**src/rtl/dgt_rdata_fetcher_if.sv**
```systemverilog
// Index-in / data-out stream bundle for the read-data fetcher.
// The slave view is the fetcher; the master view is whoever drives indices and consumes words.
interface dgt_rdata_fetcher_if #(
    parameter int unsigned ADDR_WIDTH = 6,
    parameter int unsigned DATA_WIDTH = 256
);
    // Index channel
    logic                  idx_valid;
    logic                  idx_ready;
    logic [ADDR_WIDTH-1:0] idx;
    logic                  idx_last;

    // Data channel
    logic                  data_valid;
    logic                  data_ready;
    logic [DATA_WIDTH-1:0] data;
    logic [ADDR_WIDTH-1:0] addr;
    logic                  last;

    modport master (
        output idx_valid, idx, idx_last, data_ready,
        input  idx_ready, data_valid, data, addr, last
    );

    modport slave (
        input  idx_valid, idx, idx_last, data_ready,
        output idx_ready, data_valid, data, addr, last
    );
endinterface

```
**src/rtl/dgt_rdata_fetcher.sv**
```systemverilog
// Read-data fetcher: accepts block indices, issues fixed-latency SRAM reads, buffers the
// returned words with their address/last tags in a credit-protected FIFO and streams them out.
// An empty FIFO is bypassed so a return reaches the output in the cycle it arrives.
module dgt_rdata_fetcher #(
    parameter int unsigned ADDR_WIDTH  = 6,
    parameter int unsigned DATA_WIDTH  = 256,
    parameter int unsigned MEM_LATENCY = 1,
    parameter int unsigned FIFO_DEPTH  = 4
) (
    input  logic                   clk_i,
    input  logic                   rst_ni,
    input  logic                   en_i,
    input  logic                   flush_i,
    dgt_rdata_fetcher_if.slave     strm_io,
    output logic                   mem_ren_o,
    output logic [ADDR_WIDTH-1:0]  mem_raddr_o,
    input  logic [DATA_WIDTH-1:0]  mem_rdata_i,
    output logic                   busy_o,
    output logic                   done_o
);
    localparam int unsigned PtrW = $clog2(FIFO_DEPTH);
    localparam int unsigned CntW = PtrW + 1;
    localparam int unsigned EntW = DATA_WIDTH + ADDR_WIDTH + 1;

    // Delay line tracking reads whose data is still inside the SRAM
    logic [MEM_LATENCY-1:0]                 dl_vld_q;
    logic [MEM_LATENCY-1:0][ADDR_WIDTH-1:0] dl_addr_q;
    logic [MEM_LATENCY-1:0]                 dl_last_q;

    // Response FIFO, entry layout {last, addr, data}
    logic [EntW-1:0] fifo_mem_q [FIFO_DEPTH];
    logic [PtrW-1:0] rd_ptr_q;
    logic [PtrW-1:0] wr_ptr_q;
    logic [CntW-1:0] count_q;
    logic [CntW-1:0] credit_q;

    logic            accept;
    logic            ret_vld;
    logic            empty;
    logic            pop;
    logic            fifo_pop;
    logic            wr_en;
    logic [EntW-1:0] head;

    assign empty    = (count_q == '0);
    assign head     = fifo_mem_q[rd_ptr_q];
    assign ret_vld  = dl_vld_q[MEM_LATENCY-1] & ~flush_i;

    assign strm_io.idx_ready  = en_i & ~flush_i & (credit_q != '0);
    assign accept             = strm_io.idx_valid & strm_io.idx_ready;
    assign mem_ren_o          = accept;
    assign mem_raddr_o        = accept ? strm_io.idx : '0;

    assign strm_io.data_valid = ~flush_i & (~empty | ret_vld);
    assign pop                = strm_io.data_valid & strm_io.data_ready;
    assign fifo_pop           = pop & ~empty;
    // A return consumed straight from the bypass path never enters storage
    assign wr_en              = ret_vld & ~(empty & pop);

    assign done_o = pop & strm_io.last;
    assign busy_o = (|dl_vld_q) | ~empty;

    // Output word: FIFO head when buffered, otherwise the arriving return, otherwise zero
    always_comb begin
        strm_io.data = '0;
        strm_io.addr = '0;
        strm_io.last = 1'b0;
        if (!empty) begin
            strm_io.data = head[DATA_WIDTH-1:0];
            strm_io.addr = head[DATA_WIDTH +: ADDR_WIDTH];
            strm_io.last = head[EntW-1];
        end else if (ret_vld) begin
            strm_io.data = mem_rdata_i;
            strm_io.addr = dl_addr_q[MEM_LATENCY-1];
            strm_io.last = dl_last_q[MEM_LATENCY-1];
        end
    end

    // Control state: delay line, pointers, occupancy and credit; flush has priority
    always_ff @(posedge clk_i or negedge rst_ni) begin
        if (!rst_ni) begin
            dl_vld_q  <= '0;
            dl_addr_q <= '0;
            dl_last_q <= '0;
            rd_ptr_q  <= '0;
            wr_ptr_q  <= '0;
            count_q   <= '0;
            credit_q  <= CntW'(FIFO_DEPTH);
        end else if (flush_i) begin
            dl_vld_q  <= '0;
            rd_ptr_q  <= '0;
            wr_ptr_q  <= '0;
            count_q   <= '0;
            credit_q  <= CntW'(FIFO_DEPTH);
        end else begin
            dl_vld_q[0]  <= accept;
            dl_addr_q[0] <= strm_io.idx;
            dl_last_q[0] <= strm_io.idx_last;
            for (int i = 1; i < MEM_LATENCY; i++) begin
                dl_vld_q[i]  <= dl_vld_q[i-1];
                dl_addr_q[i] <= dl_addr_q[i-1];
                dl_last_q[i] <= dl_last_q[i-1];
            end
            if (wr_en) begin
                wr_ptr_q <= wr_ptr_q + 1'b1;
            end
            if (fifo_pop) begin
                rd_ptr_q <= rd_ptr_q + 1'b1;
            end
            count_q  <= count_q + CntW'(wr_en) - CntW'(fifo_pop);
            // Credit covers both in-flight reads and buffered words, so only accept/pop move it
            credit_q <= credit_q - CntW'(accept) + CntW'(pop);
        end
    end

    // Entry storage; contents are don't-care until written
    always_ff @(posedge clk_i) begin
        if (wr_en) begin
            fifo_mem_q[wr_ptr_q] <= {dl_last_q[MEM_LATENCY-1], dl_addr_q[MEM_LATENCY-1],
                                     mem_rdata_i};
        end
    end

endmodule

```
**src/flat_wrapper.sv**
```systemverilog
// flat-port wrapper written by rule: the top's interface ports become plain ports
module dgt_rdata_fetcher_flat 
#(
    parameter int unsigned ADDR_WIDTH  = 6,
    parameter int unsigned DATA_WIDTH  = 256,
    parameter int unsigned MEM_LATENCY = 1,
    parameter int unsigned FIFO_DEPTH  = 4
)
  (clk_i, rst_ni, en_i, flush_i, mem_ren_o, mem_raddr_o, mem_rdata_i, busy_o, done_o, strm_io_idx_valid, strm_io_idx, strm_io_idx_last, strm_io_data_ready, strm_io_idx_ready, strm_io_data_valid, strm_io_data, strm_io_addr, strm_io_last);
  dgt_rdata_fetcher_if #(.ADDR_WIDTH(ADDR_WIDTH), .DATA_WIDTH(DATA_WIDTH)) strm_io_i ();
  input  logic clk_i;
  input  logic rst_ni;
  input  logic en_i;
  input  logic flush_i;
  output logic mem_ren_o;
  output logic [ADDR_WIDTH-1:0] mem_raddr_o;
  input  logic [DATA_WIDTH-1:0] mem_rdata_i;
  output logic busy_o;
  output logic done_o;
  input wire logic [$bits(strm_io_i.idx_valid)-1:0] strm_io_idx_valid;
  input wire logic [$bits(strm_io_i.idx)-1:0] strm_io_idx;
  input wire logic [$bits(strm_io_i.idx_last)-1:0] strm_io_idx_last;
  input wire logic [$bits(strm_io_i.data_ready)-1:0] strm_io_data_ready;
  output wire logic [$bits(strm_io_i.idx_ready)-1:0] strm_io_idx_ready;
  output wire logic [$bits(strm_io_i.data_valid)-1:0] strm_io_data_valid;
  output wire logic [$bits(strm_io_i.data)-1:0] strm_io_data;
  output wire logic [$bits(strm_io_i.addr)-1:0] strm_io_addr;
  output wire logic [$bits(strm_io_i.last)-1:0] strm_io_last;
  assign strm_io_i.idx_valid = strm_io_idx_valid;
  assign strm_io_i.idx = strm_io_idx;
  assign strm_io_i.idx_last = strm_io_idx_last;
  assign strm_io_i.data_ready = strm_io_data_ready;
  assign strm_io_idx_ready = strm_io_i.idx_ready;
  assign strm_io_data_valid = strm_io_i.data_valid;
  assign strm_io_data = strm_io_i.data;
  assign strm_io_addr = strm_io_i.addr;
  assign strm_io_last = strm_io_i.last;
  dgt_rdata_fetcher #(.ADDR_WIDTH(ADDR_WIDTH), .DATA_WIDTH(DATA_WIDTH), .MEM_LATENCY(MEM_LATENCY), .FIFO_DEPTH(FIFO_DEPTH)) u_core (.clk_i(clk_i), .rst_ni(rst_ni), .en_i(en_i), .flush_i(flush_i), .strm_io(strm_io_i), .mem_ren_o(mem_ren_o), .mem_raddr_o(mem_raddr_o), .mem_rdata_i(mem_rdata_i), .busy_o(busy_o), .done_o(done_o));
endmodule
```
**config.mk**
```make
export PLATFORM = sky130hd
export DESIGN_NAME = dgt_rdata_fetcher_flat
export DESIGN_NICKNAME = d
export VERILOG_FILES = /design/src/rtl/dgt_rdata_fetcher_if.sv /design/src/rtl/dgt_rdata_fetcher.sv /design/src/flat_wrapper.sv
export SDC_FILE = /design/constraint.sdc
export NUM_CORES = 1
export LEC_CHECK = 0
export ABC_AREA = 1
export BUFFER_PORTS_ARGS = -buffer_cell sky130_fd_sc_hd__buf_4
export CAP_MARGIN = 20
export CORE_MARGIN = 8
export CORE_UTILIZATION = 40
export CTS_CLUSTER_SIZE = 8
export DETAILED_ROUTE_END_ITERATION = 8
export PLACE_DENSITY = 0.65
export SYNTH_ARGS = -nofsm -noshare
export SYNTH_HDL_FRONTEND = slang
export SYNTH_SLANG_ARGS = --single-unit
```
**constraint.sdc**
```tcl
create_clock -name clk_i -period 27 [get_ports clk_i]
set_input_delay 2.7 -clock clk_i [delete_from_list [all_inputs] [get_ports clk_i]]
set_output_delay 2.7 -clock clk_i [all_outputs]
set_load 0.01 [all_outputs]
```
==> results of run 1 <==
area by class of cell:
| class | count | area (um2) | area share (%) |
|---|---|---|---|
| sequential | 1070 | 32000 | 60.6 |
| multi-input combinational | 2443 | 10400 | 19.6 |
| timing repair buffer | 580 | 4410 | 8.35 |
| clock buffer | 172 | 3920 | 7.42 |
| tap | 1414 | 1770 | 3.35 |
| clock inverter | 11 | 205 | 0.388 |
| inverter | 33 | 139 | 0.263 |
| antenna | 1 | 2.50 | 0.00473 |
cell families after synthesis:
group                    after synthesis  synth area share [%]
buffers and inverters                269                  2.84
flip-flops                          1070                  73.5
XOR/XNOR                               2                0.0402
adder cells (fa/ha/maj)               10                 0.322
AND/OR/NAND/NOR                     2420                  23.2
AO/OA/AOI/OAI                         11                 0.126
state kept, by name (all words and copies together), names as in the netlist:
register	count
u_core.fifo_mem_q	1052
u_core.dl_addr_q	6
u_core.count_q	3
u_core.credit_q	3
u_core.rd_ptr_q	2
u_core.wr_ptr_q	2
u_core.dl_last_q	1
u_core.dl_vld_q	1
final timing paths:
path	from	end	slack [ns]
setup / recovery	flush_i	strm_io_data[136]	18.50
min in group asynchronous	rst_ni	u_core.wr_ptr_q[0]	1.83
hold reg to reg	u_core.dl_addr_q[0]	u_core.fifo_mem_q[3][256]	0.59
max in group asynchronous	rst_ni	u_core.credit_q[2]	24.91
hold / removal	u_core.dl_addr_q[0]	u_core.fifo_mem_q[3][256]	0.59
setup reg to reg	u_core.count_q[1]	u_core.fifo_mem_q[1][138]	22.68
routing by layer:
metal | GRT usage, % | up-vias | wire length [um]
li1 | - | 14000 | -
met1 | 22.9 | 14100 | 46200
met4 | 7.01 | 2 | 3460
met2 | 29.9 | 1083 | 54200
met3 | 4.82 | 201 | 8560
met5 | 0 | - | 13
cell usage in the layout, fill, tap and decap left out:
cell and count:
dfrtp_1 15, nand2_8 1, ha_1 8, clkinv_8 3, buf_16 1, a21oi_1 3, clkbuf_1 18, xnor2_1 2
inv_1 30, fa_1 2, dfstp_2 1, nand2_1 1602, clkbuf_16 154, buf_12 3, inv_16 2, nor2_4 6
inv_6 3, nor2_1 12, nand3_1 795, inv_8 2, clkinv_16 3, edfxtp_1 1052, and3_1 1, diode_2 1
dfrtp_4 2, inv_2 1, o21ai_0 8, buf_4 576, nand3b_1 1, or2_2 1, nor3_1 1
cell usage after synthesis:
library cell / number
buf_6: 1
fa_1: 2
dfstp_2: 1
buf_2: 124
nor2_4: 1
buf_4: 17
nor3_1: 1
nand3b_1: 1
dfrtp_1: 17
edfxtp_1: 1052
o21ai_0: 8
and3_1: 1
nand2_2: 1
buf_1: 20
inv_2: 2
ha_1: 8
nand3_1: 795
clkbuf_1: 74
nor2_1: 17
or2_2: 1
nand2_1: 1602
xnor2_1: 2
a21oi_1: 3
inv_1: 31
stage by stage:
step | area [um2] | util, % | std cells
2_1_floorplan | 43600 | - | 3782
3_3_place_gp | 48700 | 44.9 | 5539
3_5_place_dp | 48700 | 44.9 | 5539
4_1_cts | 52800 | 48.7 | 5722
5_1_grt | 52900 | 48.7 | 5723
6_report | 52900 | 48.7 | 5724
power breakdown:
| group | switching, W | internal [W] |
|---|---|---|
| Clock | 0.000660 | 0.00101 |
| Combinational | 0.000288 | 0.000140 |
| Sequential | 0.0000126 | 0.00184 |
==> reports/summary.md, run 1 <==
The run finished with clean final reports. Counting every net in the synthesized netlist gives 4061. Between clock sinks in the finished design, the worst skew comes to 0.0350 ns.

By area the synthesized netlist is led by edfxtp_1 72%, nand2_1 14%, nand3_1 9.1%. The sum of negative setup slack is 0 ns. The die covers 120000 um2. The overall via count from detail_route was 29400. The worst pin sits at a relative slew slack of 14.6%. Along the worst path, the maximum fanout reaches 77. Setup repair after global routing left no endpoint under its margin. The first global-routing pass estimated 172000 um of wire. After the first detailed-routing iteration, the DRC count stood at 2140. The worst path in the final design needs a cycle of 8.50 ns, including I/O delays and setup. The number of instances in the synthesized netlist came out at 3782. In this run the tool buffered the top-level ports with 542 buffer cells.

The tools report the cell at the root of the clock tree as clkbuf_16. The clock sink count came out at 1070. Walking the worst path, the cells encountered are buf_4, inv_2, nand2_1, nor2_4, buf_4, buf_4, nand2_1, nand2_1, buf_4. The tools report the number of fillers in the final layout as 9424.

The initial utilization of the core area, before any placement, comes to 40.2%. The worst setup path is captured at an output pin. Data arrives at the worst endpoint at 5.80 ns. Setup violations remaining at the end of the flow were counted as 0.

The critical path launch point type is a primary input. The top-level port count came out at 543. The worst-case IR drop observed on VDD is 0.0481 mV.

Global routing used 18.1% of the available tracks. The total count of hold-check failures in the final report was 0. The share of the Yosys chip area taken by registers is 73.5%.

Worst path required time: 24.30 ns. Final hold analysis gives a worst-case slack of 0.588 ns. The slowest stage of the critical path belongs to the cell buf_4.

In this run the vertical extent of the chip is 346 um. The tools report the placed wire-length estimate as 64800 um. For the number of buffers inserted for hold repair after clock tree synthesis, the log shows 0. The via count of the first global-routing pass was 29000; the latest clock arrival within the worst-skew pair was 0.73 ns. The fraction of layout cells with a size suffix above 1 was 17.6%; the number of maximum-capacitance constraint violations was 0. The critical path in this run is classified as primary input to output pin.

The tools report the post-cts sizing count as 0. Counting the buffers created by CTS gives 151. The tools report the synthesis warning total as 0. Counting cells, the worst reg-to-reg path comes to 7. At the pin with the least slew margin, the transition time is 1.28 ns. Post-layout net count: 4558. Cell taking the most area after synthesis: edfxtp_1.

The run gives 5 as the first-pass iteration count of the detailed router. Dividing the detail-routed wire length by the instance count gives 19.6 um. Row generation in the floorplan step produced 121 rows.

In this run the cell area of the synthesized design comes to 43600 um2. Once detail routing completed, the nets flagged for antenna violations numbered 0. The congestion estimate from routability-driven global placement came to 0.795. On the worst path, the slowest cell contributes a delay of 0.76 ns.

The fraction of synthesized cell area taken by the top area cell type is 72.5%, and the via density per instance is 5.13. TritonCTS built the clock tree. The mean instance size in the synthesized netlist works out to 11.5 um2. The final layout contains routed wiring with a total length of 112000 um.

The tightest min-delay check is of the flop to flop type. The count of state elements after synthesis is 1070. Timing analysis after detailed placement gives a worst setup slack of 18.55 ns. The run gives 18.50 ns as the worst setup margin. The run gives 1 as the number of antenna violations at the first check in global routing. Chip width: 346 um. For this run the aggregate overflow at the end of global routing stands at 0. Number of cells on the critical path: 9. Total power of the final layout: 0.00395 W.

The run gives 0 as the final-report max-slew violation count. For the maximum number of pins on one net before global-route repair, the log shows 179. Maximum number of buffers from clock root to sink: 3.

After detailed routing, the number of remaining DRC violations is 0. The tools report the number of unique standard cell types used by synthesis as 24. The total power per unit cell area works out to 74.8 nW/um2. The area growth from synthesis to layout is 21.3%.

The H-tree was split into 4 levels. The run gives 20.6 nW as the static leakage. In this design, the critical path's most frequently occurring cell is buf_4. In this design, the largest share of critical-path delay is due to buffers and inverters. The post-CTS setup repair buffer count was 0; the total buffers and inverters traversed by the critical path was 5. For the area of the core, the log shows 109000 um2.

After clock tree synthesis, the clock-pin slew on the worst setup and hold paths is 0.05 ns. Portion of the clock cycle consumed by the worst path in the final layout: 31.5%. Cell depth of the worst min-delay path: 0.

The run gives 0.118 GHz as the maximum achievable frequency.
Power figures use the tool's default switching activity.
==> run 2, diff against run 1 <==
==> constraint.sdc (replaced) <==
create_clock -name clk_i -period 8.15 [get_ports clk_i]
set_input_delay 0.815 -clock clk_i [delete_from_list [all_inputs] [get_ports clk_i]]
set_output_delay 0.815 -clock clk_i [all_outputs]
set_load 0.01 [all_outputs]
==> reports/summary.md, run 2 (same netlist as run 1, synthesis figures left out) <==
Post-layout net count: 4548 (-0.22%). The quantity of I/O buffers inserted on ports works out to 542 (unchanged). The y dimension of the die works out to 346 um (unchanged).

The maximum number of buffers from clock root to sink came out at 3 (unchanged). End of the worst register-to-register path: u_core.fifo_mem_q[1][153]. The cell at the root of the clock tree is clkbuf_16. The row count is 121 (unchanged), and the static leakage is 20.6 nW (about the same). TritonCTS built the clock tree. In this run the critical register-to-register path is launched from u_core.count_q[1]. After global routing, the most crowded layer is met2. The met3 demand-to-capacity share in global routing is 4.50% (-0.32 points). Most common cell after layout, fill and taps aside: nand2_1.

The minimum hold slack came out at 0.290 ns (-0.298 ns). The total count of hold-check failures in the final report is 0 (unchanged). The area of the core came out at 109000 um2 (unchanged). The shortest period the worst path allows is 4.76 ns. Share of the core filled with cells in the final layout: 48.8% (+0.15 points). The maximum fanout along the worst path was 137 (+78%). The data arrival time of the worst path came out at 3.95 ns (-1.85 ns).

The post-route antenna net violation count was 0 (unchanged); the fraction of met1 tracks used by global routing was 22.8% (-0.069 points). The setup slack on the worst flop-to-flop path came out at 5.05 ns (-17.63 ns). The tools report the initial core utilization as 40.2% (unchanged). The worst hold path terminates at u_core.fifo_mem_q[2][215]. The run gives 120000 um2 (unchanged) as the die footprint. The tools report the latest clock arrival within the worst-skew pair as 0.72 ns (about the same). The logs give 5 (unchanged) for the first-pass iteration count of the detailed router and 62500 um (-3.6%) for the placed wire-length estimate. Overall via count from detail_route: 29500 (+0.30%).

The clock sink count was 1070 (unchanged). The worst setup path is launched from a flop. Mean routed wirelength per cell: 19.5 um (-0.67%). The run gives 0 (unchanged) as the post-CTS setup repair buffer count. On the critical path, the stage with the largest delay is an instance of dfrtp_4. The final RePlAce weighted congestion was 0.754 (-5.2%); the sum of negative setup slack was 0 ns (unchanged). The total length of routed wires came out at 112000 um (-0.67%).

The total power per unit cell area was 248 nW/um2 (+230%). The number of non-filler instances in the completed layout is 5724 (unchanged), and the number of fillers in the final layout is 9530 (+1.1%). The top-level port count is 543 (unchanged).

Setup repair after global routing left no endpoint under its margin. The register with the most flip-flops in the final layout is u_core.fifo_mem_q. For the final-report max-slew violation count, the log shows 0 (unchanged).

The tools report the H-tree depth as 4 (unchanged). In the layout the commonest cells are 1602 x nand2_1, 1052 x edfxtp_1, 795 x nand3_1. The met2 demand-to-capacity share in global routing was 29.9% (+0.073 points). The total buffers and inverters traversed by the critical path was 3 (-2); the DRC violation total after the first TritonRoute iteration was 2229 (+4.2%). The kind of critical path is flop to output pin.

The first-pass GRT wire length is 171000 um (-0.45%). The number of maximum-capacitance constraint violations is 0 (unchanged), and the critical path's largest stage delay is 0.90 ns (+0.14 ns). Broken down by cell family, the worst path's largest delay share belongs to buffers and inverters. The worst hold path belongs to the class primary input to flop. The global-route usage over all layers was 18.0% (-0.086 points). The largest registers in the layout are u_core.fifo_mem_q x1052, u_core.dl_addr_q x6.

The flow ran to the end, and the final reports show no timing, DRC or antenna violations. The run gives 29300 (+1.0%) as the via count of the first global-routing pass. The cell area reported after detailed placement is 48800 um2 (+0.14%).

The startpoint identified for the worst hold timing path is mem_rdata_i[215]. The capturing element type of the critical path was an output pin. For the worst path required time, the log shows 7.34 ns (-16.96 ns).

The logs give 0 (unchanged) for the final routed DRC violation total and 0 (unchanged) for the sum of overflow across all layers after global routing. The tools report the largest clock skew in the final design as 0.0305 ns (-0.00447 ns). The signal on the critical path passes through buf_12, buf_4, nand2_1, nand3_1, nand3_1, nand2_1, buf_4. The maximum achievable frequency was 0.210 GHz; the chip width was 346 um (unchanged). The clock-pin slew reported for the worst setup and hold paths after clock tree synthesis is 0.05 ns (about the same), and the portion of the clock cycle consumed by the worst path in the final layout is 58.4%. The number of antenna violations at the first check in global routing is 8 (+7), and the flip-flop count of the largest register after layout is 1052 (unchanged). Compared with the post-synthesis result, the final layout area differs by 21.6%. The depth of the worst register-to-register path was 5 (-2). Maximum number of pins on one net before global-route repair: 185 (+3.4%). The actual transition at the worst max-transition pin works out to 1.11 ns (-0.170 ns). The via density per instance is 5.15 (+0.30%), and the normalized max-slew margin is 26.0% (+11 points). The setup-violating endpoint count in the final report came out at 0 (unchanged).

The cell depth of the worst min-delay path is 1 (+1). The total CTS buffers is 152 (+0.66%). The post-placement cell count was 5528 (-0.20%); the largest voltage drop on the vdd net was 0.153 mV (+220%). The fraction of layout cells with a size suffix above 1 was 17.4% (-0.17 points); the final cell area excluding filler cells was 53000 um2 (+0.30%).
run 2: through the flow:
| step | setup slack (ns) | total power, W |
|---|---|---|
| after detailed placement | 4.18 | 0.00767 |
| after global routing | 3.14 | 0.0136 |
| after floorplan | -0.402 | 0.00709 |
| after global placement | 4.20 | 0.00764 |
| final | 3.39 | 0.0131 |
| after CTS | 3.37 | 0.0133 |
run 2: repair_timing:
item | in CTS | in global routing
hold endpoints to repair | 17 | 0
hold buffers | 1 | 0
resized for setup | 0 | 0
run 2: layer usage:
layer	part of all wire, %	routed length (um)
met4	3.0	3330
met1	41	45500
met5	0.024	27
met2	48	54000
met3	7.9	8820
run 2: worst max path at each step:
| stage | from | endpoint | slack, ns | depth (start not counted) |
|---|---|---|---|---|
| after global placement | u_core.count_q[1] | strm_io_data[89] | 4.20 | 7 |
| after floorplan | flush_i | u_core.fifo_mem_q[0][0] | -0.40 | 5 |
| after CTS | u_core.count_q[1] | strm_io_data[138] | 3.37 | 8 |
| final | u_core.rd_ptr_q[0] | strm_io_data[149] | 3.39 | 7 |
| after global routing | u_core.rd_ptr_q[0] | strm_io_data[139] | 3.14 | 7 |
| after detailed placement | flush_i | strm_io_data[138] | 4.18 | 9 |
run 2: where the power goes:
part           switching (W)  total [W]  internal [W]
combinational       0.000958    0.00143      0.000467
clock                0.00221    0.00558       0.00337
sequential         0.0000430    0.00614       0.00609
total                0.00321     0.0131       0.00993
run 2: area by class of cell:
class	count	area (um2)	share of cell area (%)
flip-flops and latches	1070	32000	60.4
multi-input cells	2443	10400	19.5
repair buffers	569	4460	8.42
clock buffers	173	3910	7.38
well taps	1414	1770	3.34
clock inverters	16	310	0.585
inverters	33	139	0.262
diodes	6	15.0	0.0283
